[config.mk]
export PLATFORM = sky130hd
export DESIGN_NAME = twiddle_stream_gen
export DESIGN_NICKNAME = d
export VERILOG_FILES = /design/src/rtl/twiddle_stream_gen.sv
export SDC_FILE = /design/constraint.sdc
export NUM_CORES = 1
export LEC_CHECK = 0
export BUFFER_PORTS_ARGS = -buffer_cell sky130_fd_sc_hd__buf_2
export CORE_MARGIN = 8
export CORE_UTILIZATION = 45
export CTS_BUF_LIST = sky130_fd_sc_hd__clkbuf_4 sky130_fd_sc_hd__clkbuf_8
export DETAILED_ROUTE_END_ITERATION = 12
export PLACE_DENSITY = 0.73
export SYNTH_ARGS = -nofsm -noshare
export SYNTH_HDL_FRONTEND = slang
export SYNTH_SLANG_ARGS = --single-unit
[constraint.sdc]
create_clock -name clk -period 13.7 [get_ports clk]
set_clock_uncertainty 0.15 [all_clocks]
set_input_delay 0.685 -clock clk [delete_from_list [all_inputs] [get_ports clk]]
set_output_delay 0.685 -clock clk [all_outputs]
set_load 0.005 [all_outputs]
[src/rtl/twiddle_stream_gen.sv]
// Kyber zeta (twiddle) streamer: given an NTT stage and direction, emits the
// twiddle for every butterfly of that stage, LANES per beat, over valid/ready.
module twiddle_stream_gen #(
  parameter int unsigned WIDTH = 16,
  parameter int unsigned LOG_N = 7,
  parameter int unsigned LANES = 1
) (
  input  logic                   clk,
  input  logic                   rst,
  input  logic                   start,
  input  logic [2:0]             stage,
  input  logic                   inverse,
  output logic [LANES*WIDTH-1:0] tw,
  output logic                   tw_valid,
  input  logic                   tw_ready,
  output logic [LOG_N-1:0]       tw_beat,
  output logic                   busy,
  output logic                   done,
  output logic                   err
);

  localparam int unsigned LANE_W = (LANES > 1) ? $clog2(LANES) : 0;
  localparam int unsigned BEAT_W = LOG_N - LANE_W;
  localparam int unsigned DEPTH  = 128;

  // Montgomery-domain zetas mod 3329, bit-reversed order
  localparam int ZETAS [DEPTH] = '{
    -1044,  -758,  -359, -1517,  1493,  1422,   287,   202,
     -171,   622,  1577,   182,   962, -1202, -1474,  1468,
      573, -1325,   264,   383,  -829,  1458, -1602,  -130,
     -681,  1017,   732,   608, -1542,   411,  -205, -1571,
     1223,   652,  -552,  1015, -1293,  1491,  -282, -1544,
      516,    -8,  -320,  -666, -1618, -1162,   126,  1469,
     -853,   -90,  -271,   830,   107, -1421,  -247,  -951,
     -398,   961, -1508,  -725,   448, -1065,   677, -1275,
    -1103,   430,   555,   843, -1251,   871,  1550,   105,
      422,   587,   177,  -235,  -291,  -460,  1574,  1653,
     -246,   778,  1159,  -147,  -777,  1483,  -602,  1119,
    -1590,   644,  -872,   349,   418,   329,  -156,   -75,
      817,  1097,   603,   610,  1322, -1285, -1465,   384,
    -1215,  -136,  1218, -1335,  -874,   220, -1187, -1659,
    -1185, -1530, -1278,   794, -1510,  -854,  -870,   478,
     -108,  -308,   996,   991,   958, -1460,  1522,  1628
  };

  typedef enum logic [1:0] {
    S_IDLE,
    S_RUN,
    S_DRAIN
  } state_e;

  state_e                   state_q, state_d;
  logic [2:0]               stage_q, stage_d;
  logic                     inv_q, inv_d;
  logic [BEAT_W-1:0]        cnt_q, cnt_d;
  logic [LANES*WIDTH-1:0]   tw_q, tw_d;
  logic                     tw_valid_q, tw_valid_d;
  logic [LOG_N-1:0]         tw_beat_q, tw_beat_d;
  logic                     busy_q, busy_d;
  logic                     done_q, done_d;
  logic                     err_q, err_d;

  logic                     advance_c;
  logic [3:0]               shift_c;
  logic [LOG_N-1:0]         base_c;
  logic [LOG_N-1:0]         grp_c  [LANES];
  logic [LOG_N-1:0]         addr_c [LANES];

  assign tw       = tw_q;
  assign tw_valid = tw_valid_q;
  assign tw_beat  = tw_beat_q;
  assign busy     = busy_q;
  assign done     = done_q;
  assign err      = err_q;

  // Per-lane table address; inverse wraps mod 2^LOG_N so stage 6 needs no extra bit
  always_comb begin
    shift_c = 4'(LOG_N) - {1'b0, stage_q};
    base_c  = LOG_N'(1) << stage_q;
    for (int l = 0; l < LANES; l++) begin
      grp_c[l] = ((LOG_N'(cnt_q) << LANE_W) | LOG_N'(l)) >> shift_c;
      if (inv_q) begin
        addr_c[l] = (base_c << 1) - LOG_N'(1) - grp_c[l];
      end else begin
        addr_c[l] = base_c + grp_c[l];
      end
    end
  end

  always_ff @(posedge clk) begin
    if (rst) begin
      state_q    <= S_IDLE;
      stage_q    <= '0;
      inv_q      <= 1'b0;
      cnt_q      <= '0;
      tw_q       <= '0;
      tw_valid_q <= 1'b0;
      tw_beat_q  <= '0;
      busy_q     <= 1'b0;
      done_q     <= 1'b0;
      err_q      <= 1'b0;
    end else begin
      state_q    <= state_d;
      stage_q    <= stage_d;
      inv_q      <= inv_d;
      cnt_q      <= cnt_d;
      tw_q       <= tw_d;
      tw_valid_q <= tw_valid_d;
      tw_beat_q  <= tw_beat_d;
      busy_q     <= busy_d;
      done_q     <= done_d;
      err_q      <= err_d;
    end
  end

  // Next-state and output-slot loading
  always_comb begin
    state_d    = state_q;
    stage_d    = stage_q;
    inv_d      = inv_q;
    cnt_d      = cnt_q;
    tw_d       = tw_q;
    tw_valid_d = tw_valid_q;
    tw_beat_d  = tw_beat_q;
    busy_d     = busy_q;
    done_d     = 1'b0;
    err_d      = 1'b0;
    advance_c  = !tw_valid_q || tw_ready;

    case (state_q)
      S_IDLE: begin
        if (start) begin
          if (&stage) begin
            err_d = 1'b1;
          end else begin
            stage_d = stage;
            inv_d   = inverse;
            cnt_d   = '0;
            busy_d  = 1'b1;
            state_d = S_RUN;
          end
        end
      end
      S_RUN: begin
        if (advance_c) begin
          for (int l = 0; l < LANES; l++) begin
            tw_d[WIDTH*l +: WIDTH] = WIDTH'(ZETAS[addr_c[l]]);
          end
          tw_valid_d = 1'b1;
          tw_beat_d  = LOG_N'(cnt_q);
          cnt_d      = cnt_q + BEAT_W'(1);
          if (&cnt_q) begin
            state_d = S_DRAIN;
          end
        end
      end
      S_DRAIN: begin
        if (tw_ready) begin
          tw_valid_d = 1'b0;
          done_d     = 1'b1;
          busy_d     = 1'b0;
          state_d    = S_IDLE;
        end
      end
      default: begin
        state_d = S_IDLE;
      end
    endcase
  end

endmodule

==> results.json, run 1 <==
{
  "portBuffers": 34,
  "nets": 725,
  "p_per_area_nw_per_um2": 179,
  "synth_cell_types": 82,
  "final_max_slew_viol_count": 0,
  "worstSetupEndpointType": "flip-flop",
  "seq_area_frac_synth": 0.143,
  "track_usage": 0.254,
  "critPathMaxFanout": 61,
  "die_x_um": 122,
  "fill_cells": 1141,
  "ys_ff_latch": 36,
  "period_minus_slack_ns": 5.50,
  "cts_setup_buffers": 0,
  "async_flop_share": 0,
  "dr.first_iter.drc_count": 960,
  "required_ns": 13.77,
  "grt_pass1_wl_mm": 30.4,
  "viasPerCell": 7.24,
  "core_um2": 10900,
  "status": "finished clean",
  "startpoint_type": "flip-flop",
  "hold_viol_final": 0,
  "die_area_um2": 14800,
  "hpwl_mm": 13.4,
  "crit_type": "reg2reg",
  "gp_congestion": 1.01,
  "syn-instance-count": 705,
  "clock.fmax_mhz": 182,
  "cts_tree": "yes",
  "antenna_found_initial": 0,
  "htreeDepth": 2,
  "routed_wl_mm": 19.5,
  "p_leak_nw": 1.97,
  "worst_skew_pair.late_latency_ns": 0.30,
  "path_clk_slew_ns": 0.08,
  "slew_headroom": 0.308,
  "rows": 38,
  "finalCritPeriodShare": 0.401,
  "drv_cap": 0,
  "cpPeakStageDelay_ns": 0.83,
  "io_pins": 35,
  "wl_per_cell_um": 23.7,
  "cts_hold_buffers": 0,
  "drive_gt1_frac": 0.130,
  "place_inst": 817,
  "cts_buffers": 5,
  "syn_nets": 746,
  "power_uw": 925,
  "overflow": 0,
  "ir_drop_v": 0.0000826,
  "cts_num_sinks": 36,
  "place_ws_ns": 8.42,
  "vias": 5977,
  "drcViolationCount": 0,
  "grt_setup_unrepaired": "false",
  "grt_pass1_vias": 5408,
  "ys.flop_type": "dfxtp_1",
  "clk_root_buffer_cell": "clkbuf_8",
  "critPathArrivalTime_ns": 5.57,
  "slowest_stage": "inv_2",
  "diodes": 0,
  "grt_max_degree": 62,
  "setup_slack_ns": 8.20,
  "tightest_slew_ns": 1.04,
  "area_growth_pct": 2.86,
  "ys_warn_count": 0,
  "worstPathCellList": "mux2_2 -> o22ai_1 -> a21oi_1 -> ha_1 -> inv_1 -> fa_1 -> xor2_1 -> o21ai_4 -> buf_4 -> inv_2 -> nand3_1 -> nor2_1 -> a2111oi_0 -> a311oi_1 -> a211oi_1 -> nor3_1",
  "final_cells": 825,
  "ant_nets": 0,
  "setup_viol": 0,
  "synth_enable_flop_cells": 0,
  "drtPass1Iterations": 6,
  "hold_path_class": "reg2reg",
  "clk_path_buf_depth": 2,
  "cts.repair.resized": 0,
  "synth_area_per_cell_um2": 7.13,
  "die_h_um": 122,
  "syn_area_um2": 5030,
  "start_util": 0.462,
  "tns_ns": 0
}
cell families after synthesis:
logic type	after synthesis	synth area share
flops	36	0.143
simple gates	249	0.243
mux	17	0.0396
compound gates	267	0.382
buf+inv	94	0.0910
fa+ha+maj	33	0.0851
xor+xnor	9	0.0157
layer usage:
layer / up-vias / share of wire / GRT usage
li1: 2638 / - / -
met1: 2792 / 0.41 / 0.352
met2: 466 / 0.41 / 0.368
met3: 81 / 0.13 / 0.0518
met4: 0 / 0.045 / 0.123
met5: - / 0 / 0
per-stage QoR:
stage	hold WS (ns)	cell area [µm²]	utilization
final	0.304	5170	0.475
after global routing	0.340	5170	0.475
after CTS	0.306	5170	0.475
after detailed placement	0.295	5090	0.467
after global placement	0.295	5090	0.467
after floorplan	0.303	5030	-
cell type report:
type                       count  area [µm²]  share of cell area
multi-input combinational    575        3870               0.747
sequential                    36         721               0.139
timing repair buffer          43         238              0.0459
tap                          140         175              0.0339
inverter                      23        86.3              0.0167
clock buffer                   5        68.8              0.0133
clock inverter                 3        18.8             0.00363
worst paths after layout:
kind	slack [ns]	cells past startpoint	start	end
max	8.20	16	stage_q[0]$_SDFFE_PP0P_	tw[11]$_SDFFE_PP0P_
max reg2reg	8.20	16	stage_q[0]$_SDFFE_PP0P_	tw[11]$_SDFFE_PP0P_
min reg2reg	0.30	2	tw_beat[3]$_SDFFE_PP0P_	tw_beat[3]$_SDFFE_PP0P_
min	0.30	2	tw_beat[3]$_SDFFE_PP0P_	tw_beat[3]$_SDFFE_PP0P_
power by group:
group          total (mW)  leakage (nW)  internal, mW  switching (mW)
registers           0.139         0.293         0.120          0.0192
clock network      0.0792        0.0479        0.0355          0.0437
logic               0.707          1.63         0.231           0.475
sequential cells by signal, indices dropped and copies added, names as in the netlist, 2 cells and up:
signal,count
cnt_q,7
stage_q,3
state_q,2
tw_beat,7
tw,12
worst max-delay path: cells and delay by family, from the launching register on:
kind / cells / cell delay, ns
muxes: 1 / 0.27
buffers and inverters: 3 / 1.21
AOI/OAI and AO/OA: 6 / 0.91
adders and majority gates: 2 / 0.71
DFF: 1 / 0.73
and+or+nand+nor: 3 / 1.03
xor gates and xnor gates: 1 / 0.35
layout by cell type, fill, tap and decap left out, types with 9 or more instances in the layout:
cell type,n
o211ai_1,18
ha_1,31
a211oi_1,20
nor2_1,64
o21ai_0,37
buf_2,34
and3_1,10
a311oi_1,14
o22ai_1,9
nand3_1,27
nor3_1,19
nand2b_1,9
a211o_1,9
a31oi_1,11
inv_1,19
buf_4,9
a21oi_1,57
dfxtp_1,36
nand2_1,74
cell usage after synthesis, types with 6 or more instances:
master	n	area share
o21ai_1	6	0.0060
o21ai_0	37	0.037
nand2b_1	9	0.011
or3_1	6	0.0075
a21oi_1	57	0.057
o21a_1	6	0.0090
o211ai_1	18	0.027
mux2_2	6	0.013
buf_6	6	0.013
buf_4	7	0.010
xor2_1	6	0.010
a311oi_1	14	0.024
a211oi_1	20	0.030
nand4_1	6	0.0075
dfxtp_1	36	0.14
ha_1	31	0.077
clkbuf_1	31	0.023
a221oi_1	6	0.010
a211o_1	9	0.016
o22ai_1	9	0.011
o221ai_1	6	0.010
and3_1	10	0.012
a31oi_1	11	0.014
inv_1	19	0.014
mux2i_1	8	0.016
buf_2	27	0.027
nand2_1	74	0.055
nand3_1	27	0.027
a221o_1	7	0.014
nor3_1	19	0.019
nor2_1	64	0.048
(Power assumes the default switching activity.)
==> run 2: changes to the inputs <==
- clock period: 13.7 -> 5.3 ns (I/O delays scaled with it)
==> run 2 against run 1 <==
  * Core utilization up 1.6 points
  * Largest power group unchanged
  * Highest routed layer unchanged
  * Clock power increased to 3.1 times the previous value
  * Sequential share of layout area is 0.44 points lower
  * Critical path type unchanged
==> results.json, run 2 (synthesis gave the netlist of run 1 again) <==
{
  "die_area_um2": 14800,
  "required_ns": 5.33,
  "wl_per_cell_um": 23.2,
  "track_usage": 0.254,
  "ant_nets": 0,
  "grt_setup_unrepaired": "false",
  "min_path_cells": 3,
  "vias": 6054,
  "worstSetupEndpointType": "flip-flop",
  "critPathMaxFanout": 18,
  "layout_common_cells": "nand2_1 (74), nor2_1 (64), a21oi_1 (57)",
  "io_pins": 35,
  "cts_num_sinks": 36,
  "r2r_end": "tw[7]$_SDFFE_PP0P_",
  "dpl_cell_area_um2": 5230,
  "final_max_slew_viol_count": 0,
  "cpPeakStageDelay_ns": 0.71,
  "critPathArrivalTime_ns": 5.13,
  "finalCritPeriodShare": 0.961,
  "r2r_slack_ns": 0.21,
  "clk_root_buffer_cell": "clkbuf_8",
  "routed_wl_mm": 19.6,
  "htreeDepth": 2,
  "worst_skew_pair.late_latency_ns": 0.29,
  "drcViolationCount": 0,
  "drtPass1Iterations": 6,
  "dr.first_iter.drc_count": 1060,
  "hpwl_mm": 13.9,
  "gp_congestion": 1.07,
  "path_clk_slew_ns": 0.08,
  "crit_type": "reg2reg",
  "core_um2": 10900,
  "antenna_found_initial": 0,
  "internal-power_mw": 1.11,
  "drive_gt1_frac": 0.150,
  "cts.repair.resized": 0,
  "cts_buffers": 5,
  "p_leak_nw": 2.07,
  "diodes": 0,
  "rows": 38,
  "period_minus_slack_ns": 5.09,
  "setup_viol": 0,
  "final_common_cell": "nand2_1",
  "grt_max_degree": 48,
  "cts_tree": "yes",
  "die_x_um": 122,
  "nets": 741,
  "hold_viol_final": 0,
  "ff2ff_path_depth": 14,
  "cts_hold_buffers": 0,
  "p_seq_frac": 0.139,
  "overflow": 0,
  "largest_reg_flops": 12,
  "slowest_stage": "dfxtp_1",
  "r2r_start": "stage_q[0]$_SDFFE_PP0P_",
  "hold_path_class": "in2reg",
  "startpoint_type": "flip-flop",
  "tightest_slew_ns": 1.13,
  "swShare": 0.562,
  "clkPwrFrac": 0.098,
  "grt_pass1_wl_mm": 30.4,
  "cts_setup_buffers": 0,
  "clk_path_buf_depth": 2,
  "die_h_um": 122,
  "clock.fmax_mhz": 196,
  "ir_drop_v": 0.000216,
  "portBuffers": 34,
  "grt_pass1_vias": 5419,
  "p_comb_frac": 0.763,
  "p_per_area_nw_per_um2": 473,
  "drv_cap": 0,
  "status": "finished clean",
  "start_util": 0.462,
  "viasPerCell": 7.20,
  "p_switching_mw": 1.42,
  "worstPathCellList": "mux2_2 -> o22ai_1 -> a21oi_1 -> ha_1 -> inv_1 -> fa_1 -> inv_1 -> mux2_2 -> ha_1 -> o21ai_1 -> and3_1 -> a211oi_1 -> o311a_1 -> o41ai_1",
  "tns_ns": 0,
  "area_growth_pct": 6.22,
  "worstHoldStart": "inverse",
  "min_to": "inv_q$_SDFFE_PP0P_",
  "slew_headroom": 0.250,
  "postLayoutCellArea_um2": 5340
}
[run 2: worst max path at each step]
stage	end	cells after the start	slack, ns	start
global placement	tw[0]$_SDFFE_PP0P_	14	0.42	stage_q[0]$_SDFFE_PP0P_
detailed placement	tw[7]$_SDFFE_PP0P_	14	0.39	stage_q[0]$_SDFFE_PP0P_
finish	tw[7]$_SDFFE_PP0P_	14	0.21	stage_q[0]$_SDFFE_PP0P_
CTS	tw[7]$_SDFFE_PP0P_	14	0.35	stage_q[0]$_SDFFE_PP0P_
global route	tw[7]$_SDFFE_PP0P_	14	0.003	stage_q[0]$_SDFFE_PP0P_
floorplan	tw[9]$_SDFFE_PP0P_	17	0.97	stage_q[2]$_SDFFE_PP0P_
[run 2: area by class of cell]
| type | instances | area, µm² |
|---|---|---|
| clock inverter | 2 | 35.0 |
| tap | 140 | 175 |
| multi-input combinational | 575 | 3870 |
| fill | 1121 | 5550 |
| sequential | 36 | 721 |
| timing repair buffer | 59 | 383 |
| clock buffer | 6 | 76.3 |
| inverter | 23 | 86.3 |
[run 2: metal layers]
metal	up-vias	wire (µm)	part of all wire	GRT usage
met2	496	8090	0.41	0.373
met4	0	946	0.048	0.118
met5	-	0	0	0
met3	113	2690	0.14	0.0657
met1	2782	7820	0.40	0.340
li1	2663	-	-	-
[run 2: power by group through the flow]
stage | Combinational [mW] | Sequential [mW] | Clock, mW
after CTS | 1.81 | 0.353 | 0.249
after floorplan | 1.27 | 0.338 | 0
final | 1.93 | 0.352 | 0.247
after global routing | 2.01 | 0.361 | 0.260
after global placement | 1.83 | 0.355 | 0
after detailed placement | 1.79 | 0.359 | 0
[run 2: worst max-delay path: cells and delay by family (launching register included)]
family	cells	cell delay (ns)
AOI/OAI and AO/OA	6	1.66
adders and majority gates	3	1.33
DFF	1	0.71
muxes	2	0.66
and+or+nand+nor	1	0.33
buffers and inverters	2	0.11
[run 2: metrics by stage]
stage	worst slack (ns)	hold WS [ns]	utilization	total power [mW]	cells
6_report	0.208	0.0949	0.491	2.53	841
5_1_grt	0.00255	0.101	0.491	2.63	841
2_1_floorplan	0.972	0.254	-	1.61	705
3_3_place_gp	0.424	0.294	0.480	2.18	833
3_5_place_dp	0.389	0.296	0.480	2.15	833
4_1_cts	0.353	0.0942	0.491	2.41	841
==> run 3: changes to the inputs <==
- PLACE_DENSITY: 0.73 -> 0.76
- clock period: 5.3 -> 4.3 ns (I/O delays scaled with it)
==> run 3 against run 2 <==
  * Combinational power is 46% higher
  * Clock power grew 5%
  * Via count grew 5.3%
  * First-iteration DRC count shrank 17%
  * Routed wire length grew 15%
  * Critical path depth is 2 higher
  * Sequential cell count unchanged
  * Sequential share of layout area down 1.4 points
  * Non-clock buffer count up 72
  * Global-route usage rose by 3.7 points
  * Clock-buffer cell count up 1
  * Maximum frequency is 21% higher
  * Critical path type unchanged
==> results.json, run 3 (synthesis gave the netlist of run 1 again) <==
{
  "status": "finished clean",
  "dr.first_iter.drc_count": 883,
  "layout_common_cells": "buf_4 (89), nand2_1 (74), nor2_1 (62)",
  "slew_headroom": 0.463,
  "fill_cells": 1062,
  "final_common_cell": "buf_4",
  "drcViolationCount": 0,
  "dpl_cell_area_um2": 5800,
  "critPathMaxFanout": 25,
  "seqCellArea_um2": 728,
  "drive_gt1_frac": 0.255,
  "track_usage": 0.291,
  "largest_reg_flops": 12,
  "p_per_area_nw_per_um2": 579,
  "start_util": 0.462,
  "grt_pass1_vias": 5853,
  "gp_congestion": 1.01,
  "drv_cap": 0,
  "postLayoutCellArea_um2": 6040,
  "cts_num_sinks": 36,
  "p_leak_nw": 2.46,
  "overflow": 0,
  "cts_tree": "yes",
  "htreeDepth": 2,
  "place_inst": 903,
  "hpwl_mm": 16.5,
  "multi_input_area_um2": 3950,
  "grt_setup_unrepaired": "false",
  "ant_nets": 0,
  "critPathArrivalTime_ns": 4.25,
  "required_ns": 4.36,
  "viasPerCell": 6.98,
  "area_growth_pct": 20.1,
  "clk_path_buf_depth": 2,
  "die_x_um": 122,
  "core_um2": 10900,
  "io_pins": 35,
  "grt_pass1_wl_mm": 33.9,
  "setup_viol": 0,
  "rows": 38,
  "startpoint_type": "flip-flop",
  "clock.fmax_mhz": 239,
  "tightest_slew_ns": 0.805,
  "clk_root_buffer_cell": "clkbuf_8",
  "drtPass1Iterations": 6,
  "nets": 813,
  "slowest_stage": "a221o_2",
  "antenna_found_initial": 0,
  "finalCritPeriodShare": 0.975,
  "cts_buffers": 5,
  "period_minus_slack_ns": 4.19,
  "routed_wl_mm": 22.4,
  "worstSetupEndpointType": "flip-flop",
  "path_clk_slew_ns": 0.07,
  "hold_viol_final": 0,
  "hold_path_class": "in2reg",
  "crit_type": "reg2reg",
  "grt_max_degree": 50,
  "final_util": 0.555,
  "final_max_slew_viol_count": 0,
  "wl_per_cell_um": 24.5,
  "final_cells": 913,
  "worstPathCellList": "mux4_2 -> nand2_1 -> o21a_1 -> ha_1 -> fa_1 -> xor2_1 -> a221o_2 -> nor2_8 -> buf_12 -> a21oi_1 -> a211o_1 -> a21oi_1 -> buf_4 -> o41ai_2 -> buf_4 -> a211oi_2",
  "cpPeakStageDelay_ns": 0.47,
  "ir_drop_v": 0.000342,
  "die_area_um2": 14800,
  "diodes": 0,
  "vias": 6376,
  "worst_skew_pair.late_latency_ns": 0.29,
  "die_h_um": 122,
  "portBuffers": 34
}
run 3: changes by cell type in the layout (fill, tap and decap cells not counted), moves of 2 or more:
cell       delta
nor2_1        -2
ha_1          -4
ha_2          +4
dfxtp_2       +3
buf_12        +4
dfxtp_1       -4
a2111oi_0     -2
nor2_2        +2
buf_4        +66
run 3: final cells by class:
| cell class | count | area share |
|---|---|---|
| Clock buffer | 7 | 0.0149 |
| Sequential cell | 36 | 0.121 |
| Tap cell | 140 | 0.0290 |
| Multi-Input combinational cell | 575 | 0.654 |
| Inverter | 23 | 0.0147 |
| Timing Repair Buffer | 131 | 0.165 |
| Clock inverter | 1 | 0.00124 |
run 3: metal layers:
metal / track usage / part of all wire
met3: 0.0666 / 0.12
met2: 0.416 / 0.41
met1: 0.406 / 0.43
met4: 0.127 / 0.038
met5: 0 / 0
run 3: final timing paths:
kind / start / to / slack [ns] / cells after the start
worst min-delay path: inverse / inv_q$_SDFFE_PP0P_ / 0.04 / 3
worst min register to register: tw_beat[6]$_SDFFE_PP0P_ / tw_beat[6]$_SDFFE_PP0P_ / 0.31 / 2
worst max-delay path: stage_q[0]$_SDFFE_PP0P_ / tw[0]$_SDFFE_PP0P_ / 0.11 / 16
worst max register to register: stage_q[0]$_SDFFE_PP0P_ / tw[0]$_SDFFE_PP0P_ / 0.11 / 16
run 3: worst max-delay path, delay by kind of cell (launching register included):
family                   cells  cell delay (ns)
AND/OR/NAND/NOR              2             0.26
AO/OA/AOI/OAI                7             1.48
adder cells (fa/ha/maj)      2             0.70
multiplexers                 1             0.34
flip-flops                   1             0.39
buffers and inverters        3             0.56
XOR/XNOR                     1             0.23
run 3: stage by stage:
| stage | TNS, ns | power (mW) | hold slack, ns | setup WS (ns) |
|---|---|---|---|---|
| after floorplan | 0 | 1.99 | 0.204 | 0.0802 |
| after global placement | -0.132 | 3.05 | 0.297 | -0.0797 |
| after detailed placement | -0.365 | 3.01 | 0.301 | -0.244 |
| after CTS | -0.00508 | 3.29 | 0.0283 | -0.00508 |
| after global routing | 0 | 3.64 | 0.0582 | 0.0123 |
| final | 0 | 3.50 | 0.0436 | 0.108 |
run 3: timing repair:
action                                  CTS  global route
hold buffers                              0             0
buffers inserted                          0             1
gates cloned                              0             1
resized for setup                         4            27
pin swaps                                 0             1
endpoints found under the setup margin    6            12
run 3: power breakdown:
part / total (mW) / switching [mW] / internal (mW) / leakage [nW]
clock network: 0.260 / 0.124 / 0.137 / 0.0479
registers: 0.429 / 0.0472 / 0.382 / 0.295
logic: 2.81 / 1.73 / 1.07 / 2.12
total: 3.50 / 1.90 / 1.59 / 2.46
